**src/rtl/matriz_pkg.sv**
```systemverilog
// Shared definitions for the matrix serializer: element/bus sizing,
// size codes, FSM state type and the size-code decode helper.
package matriz_pkg;

  localparam int unsigned ELEM_W  = 8;
  localparam int unsigned MAX_DIM = 5;
  localparam int unsigned BUS_W   = MAX_DIM * MAX_DIM * ELEM_W;
  localparam int unsigned CNT_W   = 3;

  localparam logic [1:0] SIZE_2X2 = 2'b00;
  localparam logic [1:0] SIZE_3X3 = 2'b01;
  localparam logic [1:0] SIZE_4X4 = 2'b10;
  localparam logic [1:0] SIZE_5X5 = 2'b11;

  typedef enum logic [1:0] {
    ST_IDLE   = 2'd0,
    ST_STREAM = 2'd1,
    ST_DONE   = 2'd2
  } state_e;

  // Size code to matrix dimension: 00->2 ... 11->5.
  function automatic logic [CNT_W-1:0] dim_from_code(input logic [1:0] code);
    return {1'b0, code} + 3'd2;
  endfunction

endpackage

```
**src/rtl/contador_matriz.sv**
```systemverilog
// Row/column position counter for row-major traversal of a dim x dim matrix.
//   clk, rst_n  : clock, async active-low reset
//   clear       : return to (0,0)
//   advance     : step to the next element (col first, wrapping into row)
//   dim         : current matrix dimension (2..5)
//   row, col    : current coordinates
//   last        : current position is (dim-1, dim-1)
module contador_matriz (
  input  logic       clk,
  input  logic       rst_n,
  input  logic       clear,
  input  logic       advance,
  input  logic [2:0] dim,
  output logic [2:0] row,
  output logic [2:0] col,
  output logic       last
);

  logic [2:0] r_row;
  logic [2:0] r_col;
  logic [2:0] w_max;

  assign w_max = dim - 3'd1;

  always_ff @(posedge clk or negedge rst_n) begin
    if (!rst_n) begin
      r_row <= '0;
      r_col <= '0;
    end else if (clear) begin
      r_row <= '0;
      r_col <= '0;
    end else if (advance) begin
      if (r_col == w_max) begin
        r_col <= '0;
        r_row <= r_row + 3'd1;
      end else begin
        r_col <= r_col + 3'd1;
      end
    end
  end

  assign row  = r_row;
  assign col  = r_col;
  assign last = (r_row == w_max) && (r_col == w_max);

endmodule

```
**src/rtl/serializador_matriz.sv**
```systemverilog
// Captures a packed square matrix (2x2..5x5) on start and streams its
// elements row-major over a valid/ready interface, one per cycle when the
// consumer is ready, followed by a one-cycle done pulse.
//   clk, rst_n            : clock, async active-low reset
//   start                 : capture request, honoured only when idle
//   matrix_in             : packed row-major elements, element i at [i*ELEM_W +: ELEM_W]
//   matrix_size           : 00=2x2, 01=3x3, 10=4x4, 11=5x5
//   busy                  : a captured matrix is streaming or finishing
//   out_valid/out_ready   : element handshake
//   out_elem, out_row/col : element value and coordinates
//   out_last              : final element of the matrix
//   done                  : pulse after the final transfer
module serializador_matriz #(
  parameter int unsigned ELEM_W  = matriz_pkg::ELEM_W,
  parameter int unsigned MAX_DIM = matriz_pkg::MAX_DIM
) (
  input  logic                                clk,
  input  logic                                rst_n,
  input  logic                                start,
  input  logic [MAX_DIM*MAX_DIM*ELEM_W-1:0]   matrix_in,
  input  logic [1:0]                          matrix_size,
  output logic                                busy,
  output logic                                out_valid,
  input  logic                                out_ready,
  output logic [ELEM_W-1:0]                   out_elem,
  output logic [2:0]                          out_row,
  output logic [2:0]                          out_col,
  output logic                                out_last,
  output logic                                done
);

  localparam int unsigned BUS_W = MAX_DIM * MAX_DIM * ELEM_W;

  matriz_pkg::state_e r_state;
  logic [BUS_W-1:0]   r_matrix;
  logic [1:0]         r_size;

  logic [2:0] w_dim;
  logic [2:0] w_row;
  logic [2:0] w_col;
  logic       w_last;
  logic       w_stream;
  logic       w_clear;
  logic       w_advance;
  logic [4:0] w_idx;

  assign w_dim     = matriz_pkg::dim_from_code(r_size);
  assign w_stream  = (r_state == matriz_pkg::ST_STREAM);
  assign w_clear   = !w_stream;
  assign w_advance = w_stream && out_ready && !w_last;

  always_ff @(posedge clk or negedge rst_n) begin
    if (!rst_n) begin
      r_state  <= matriz_pkg::ST_IDLE;
      r_matrix <= '0;
      r_size   <= '0;
    end else begin
      case (r_state)
        matriz_pkg::ST_IDLE: begin
          if (start) begin
            r_matrix <= matrix_in;
            r_size   <= matrix_size;
            r_state  <= matriz_pkg::ST_STREAM;
          end
        end
        matriz_pkg::ST_STREAM: begin
          if (out_ready && w_last) begin
            r_state <= matriz_pkg::ST_DONE;
          end
        end
        matriz_pkg::ST_DONE: begin
          r_state <= matriz_pkg::ST_IDLE;
        end
        default: begin
          r_state <= matriz_pkg::ST_IDLE;
        end
      endcase
    end
  end

  contador_matriz u_contador (
    .clk     (clk),
    .rst_n   (rst_n),
    .clear   (w_clear),
    .advance (w_advance),
    .dim     (w_dim),
    .row     (w_row),
    .col     (w_col),
    .last    (w_last)
  );

  // Flat element index; the counter bounds it to dim*dim-1 <= 24.
  assign w_idx = ({2'b00, w_row} * {2'b00, w_dim}) + {2'b00, w_col};

  // Reading straight from the snapshot keeps the element stable across
  // stalls and yields zero after reset (snapshot and counter both clear).
  assign out_elem  = r_matrix[w_idx*ELEM_W +: ELEM_W];
  assign out_row   = w_row;
  assign out_col   = w_col;
  assign out_valid = w_stream;
  assign out_last  = w_stream && w_last;
  assign done      = (r_state == matriz_pkg::ST_DONE);
  assign busy      = (r_state != matriz_pkg::ST_IDLE);

endmodule

```
**config.mk**
```make
export PLATFORM = sky130hd
export DESIGN_NAME = serializador_matriz
export DESIGN_NICKNAME = d
export VERILOG_FILES = /design/src/rtl/matriz_pkg.sv /design/src/rtl/contador_matriz.sv /design/src/rtl/serializador_matriz.sv
export SDC_FILE = /design/constraint.sdc
export NUM_CORES = 1
export LEC_CHECK = 0
export BUFFER_PORTS_ARGS = -buffer_cell sky130_fd_sc_hd__buf_2
export CAP_MARGIN = 20
export CORE_AREA = 2 2 101 176
export DETAILED_ROUTE_END_ITERATION = 7
export DIE_AREA = 0 0 103 178
export PLACE_DENSITY = 0.91
export SETUP_SLACK_MARGIN = 0.3
export SYNTH_ARGS = -nofsm -noshare
export SYNTH_HDL_FRONTEND = slang
export SYNTH_SLANG_ARGS = --single-unit
```
**constraint.sdc**
```tcl
create_clock -name clk -period 10.7 [get_ports clk]
set_input_delay 2.14 -clock clk [delete_from_list [all_inputs] [get_ports clk]]
set_output_delay 2.14 -clock clk [all_outputs]
set_load 0.01 [all_outputs]
```
==> metrics.md <==
| Metric | Value |
|---|---|
| Hold Path Origin | `r_matrix[50]` |
| Pre-antenna DRT Iters | `4` |
| Status | `finished, final reports clean` |
| RSZ-0062 raised after global routing | `false` |
| Initial antenna violation count | `3` |
| Num CTS Buffers | `20` |
| Worst slew margin | `30.73%` |
| Max cap viols | `0` |
| Total power | `around 0.004 W` |
| Mapped Nets | `864` |
| Switching portion of total power | `35.48%` |
| Via count | `about 6300` |
| Worst EP arrival | `around 4.3 ns` |
| CP Capture Type | `primary output` |
| Worst-path clk slew | `0.06 ns` |
| Layout Utilization | `69.76%` |
| Commonest cells in the netlist | `dfrtp_1 (210), mux2_2 (204), mux2i_1 (50)` |
| Setup violators final | `0` |
| Clk Latency, worst-skew pair | `0.49 ns` |
| Yosys top cell by area | `dfrtp_1` |
| Cell family with most CP delay | `adder cells` |
| TritonCTS clock tree | `built` |
| DR WL/cell | `22.38 um` |
| Number of synthesized flops with an enable pin | `0` |
| Drt total wl | `24570 um` |
| Std cell rows | `63` |
| Layout cells sized above 1 | `59.40%` |
| Asr flop ratio synth | `100.0%` |
| Clock power share | `16.8%` |
| Top-area cell type share of the netlist area | `53.38%` |
| Post-CTS Resized | `0` |
| Max H-tree Level | `1` |
| DRC viols | `0` |
| IO buf count | `223` |
| Met2 usage | `47.40%` |
| Root Driver | `clkbuf_16` |
| Height of the die | `178 um` |
| Comb power frac | `45.8%` |
| Pint | `0.002516 W` |
| Synth top area cells | `dfrtp_1 (53%), mux2_2 (23%), mux4_2 (7.3%)` |
| Post-layout minimum cycle time | `~6.4 ns` |
| Clock skew | `0.01364 ns` |
| Max Slew Vio Count | `0` |
| # clock sinks | `210` |
| P&R area growth vs syn | `19.53%` |
| First-pass GRT wire length | `37700 um` |
| Largest net degree at the start of global routing | `93` |
| Number of vias per cell | `between 5 and 6` |
| Vias in the first global route | `7095` |
| Gr busiest metal | `met2` |
| Origin of the worst setup path | `r_size[1]` |
| CTS Buffer Depth | `3` |
| Top_reg_cell synth | `dfrtp_1` |
| Most frequent CP cell | `fa_1` |
| I/O Pins | `224` |
| Static Leak | `between 5 and 6 nW` |
| Cell area after synthesis | `between 9000 and 10000 sq um` |
| Final WS setup | `about 4.3 ns` |
| Hold Crit Class | `flop to flop` |
| Yosys warns | `0` |
| Die ar. | `18330 sq um` |
| FF+latch count, synth | `between 200 and 250` |
| Reg2reg start | `r_state[1]` |
| CP Max Fanout | `8` |
| Setup CP Type | `flop to primary output` |
| Critical-path cell list | `mux2_2, ha_1, fa_1, fa_1, nor2b_1, a22o_1, a21oi_1, a221oi_1, a221oi_2, buf_2` |
| Mean Syn Cell Area | `15.29 sq um` |
| CTS hold repair buffers | `0` |
| Cells after Synth | `644` |
| Core outline area | `16870 sq um` |
| DP Worst Slack | `4.800 ns` |
| Setup TNS | `0 ns` |
| Fin. Hold Viols | `0` |
| Starting Density | `58.36%` |
| Nets | `1075` |
| Post-DRT Antenna Nets | `0` |
| Buf/Inv on CP | `1` |
| Pwr dens | `331.4 nW/um^2` |
| Iter 0 DRT Violations | `about 240` |
| Peak Freq | `about 0.16 GHz` |
| Least-Margin Pin Slew | `1.039 ns` |
| Unique masters post-synth | `39` |
| Global routing met3 resource utilization | `5.016%` |
| Worst Path Required | `8.56 ns` |
| WHS | `0.5025 ns` |
| Final period utilization | `around three fifths` |
| Met1 GRT Util | `between 30% and 40%` |
| All-Layer GR Usage | `27.39%` |
| Grt total ovfl | `0` |
| Most common cell in the netlist | `dfrtp_1` |
| DIE WIDTH | `103 um` |
| Seq/Total Area, Yosys | `53.38%` |
| Max stage delay on crit path | `approximately 0.69 ns` |
| P_sw | `0.001383 W` |
| Sequential Power Share | `37.4%` |
| Worst VDD drop | `0.2869 mV` |
| HPWL reported at the end of detailed placement | `17970 um` |
| Worst path slowest cell | `fa_1` |
| Critical path launch point type | `flop` |
| Post CTS Setup Buffer Count | `0` |
| Gpl congestion | `between 0.9 and 1` |
worst reg2reg max path: stages (launching register included):
cell	delay, ns
dfrtp_1	0.38
or2_2	0.34
nor2_4	0.53
buf_4	0.60
buf_12	0.35
mux2_2	0.41
final timing paths:
| check | end | slack, ns | cells past startpoint |
|---|---|---|---|
| setup / recovery | out_elem[6] | 4.25 | 10 |
| max in group asynchronous | r_matrix[168] | 7.74 | 2 |
| hold / removal | r_matrix[50] | 0.50 | 1 |
| setup reg to reg | r_matrix[113] | 7.98 | 5 |
| hold reg to reg | r_matrix[50] | 0.50 | 1 |
| min in group asynchronous | r_matrix[178] | 1.64 | 1 |
kinds of logic after synthesis:
logic type / after synthesis / synth area share [%]
AOI/OAI and AO/OA: 48 / 3.927
xor gates and xnor gates: 9 / 0.8769
adders and majority gates: 14 / 1.932
buffers and inverters: 46 / 2.300
DFF: 210 / 53.38
muxes: 286 / 35.74
and+or+nand+nor: 31 / 1.843
per-layer routing:
layer  vias up  part of all wire (%)
li1       2812                     -
met1      3200                    36
met2       246                    53
met3        74                   6.0
met4         0                   5.7
met5         -                     0
cell type report:
type	instances	area, sq um
Clock inverter	7	35.03
Tap cell	227	284.0
Fill cell	1165	5101
Sequential cell	210	5255
Clock buffer	27	558.0
Timing Repair Buffer	231	1217
Multi-Input combinational cell	388	4393
Inverter	4	15.01
Antenna cell	4	10.01
power groups by stage:
stage	combinational [W]	sequential (W)	clock, W
2_1_floorplan	0.00135	0.00135	0
3_3_place_gp	0.00172	0.00144	0
3_5_place_dp	0.00178	0.00146	0
4_1_cts	0.00179	0.00145	0.000664
5_1_grt	0.00190	0.00150	0.000697
6_report	0.00178	0.00146	0.000657
stage by stage:
step,cells,area [sq um]
CTS,1092,11710
finish,1098,11770
detailed placement,1058,11120
floorplan,644,9844
global route,1097,11770
global placement,1058,11120
state kept, by name, summed over array words and instances, names as in the netlist:
| register | flops |
|---|---|
| r_matrix | 200 |
| u_contador.col | 3 |
| u_contador.row | 3 |
| r_size | 2 |
| r_state | 2 |
placed cells by master (no fill, tap or decap), types with 2 or more instances in the layout:
master     netlist  final
buf_2           31    222
dfrtp_1        210    210
mux2_2         204    204
mux2i_1         50     50
mux4_2          32     32
clkbuf_16        0     21
a21oi_1         18     18
ha_1            12     10
a221oi_1         9      9
a22o_1           8      8
a221oi_2         7      7
clkinv_2         0      7
buf_4            4      6
nor2_1           6      5
nand2_1          5      5
nor2b_1          5      5
clkbuf_1         4      5
diode_2          0      4
inv_1            4      4
xnor2_1          4      4
xor2_1           4      3
nor3_1           2      2
and2_2           2      2
nand3_2          2      2
fa_1             2      2
clkbuf_8         0      2
Power figures use the tool's default switching activity.
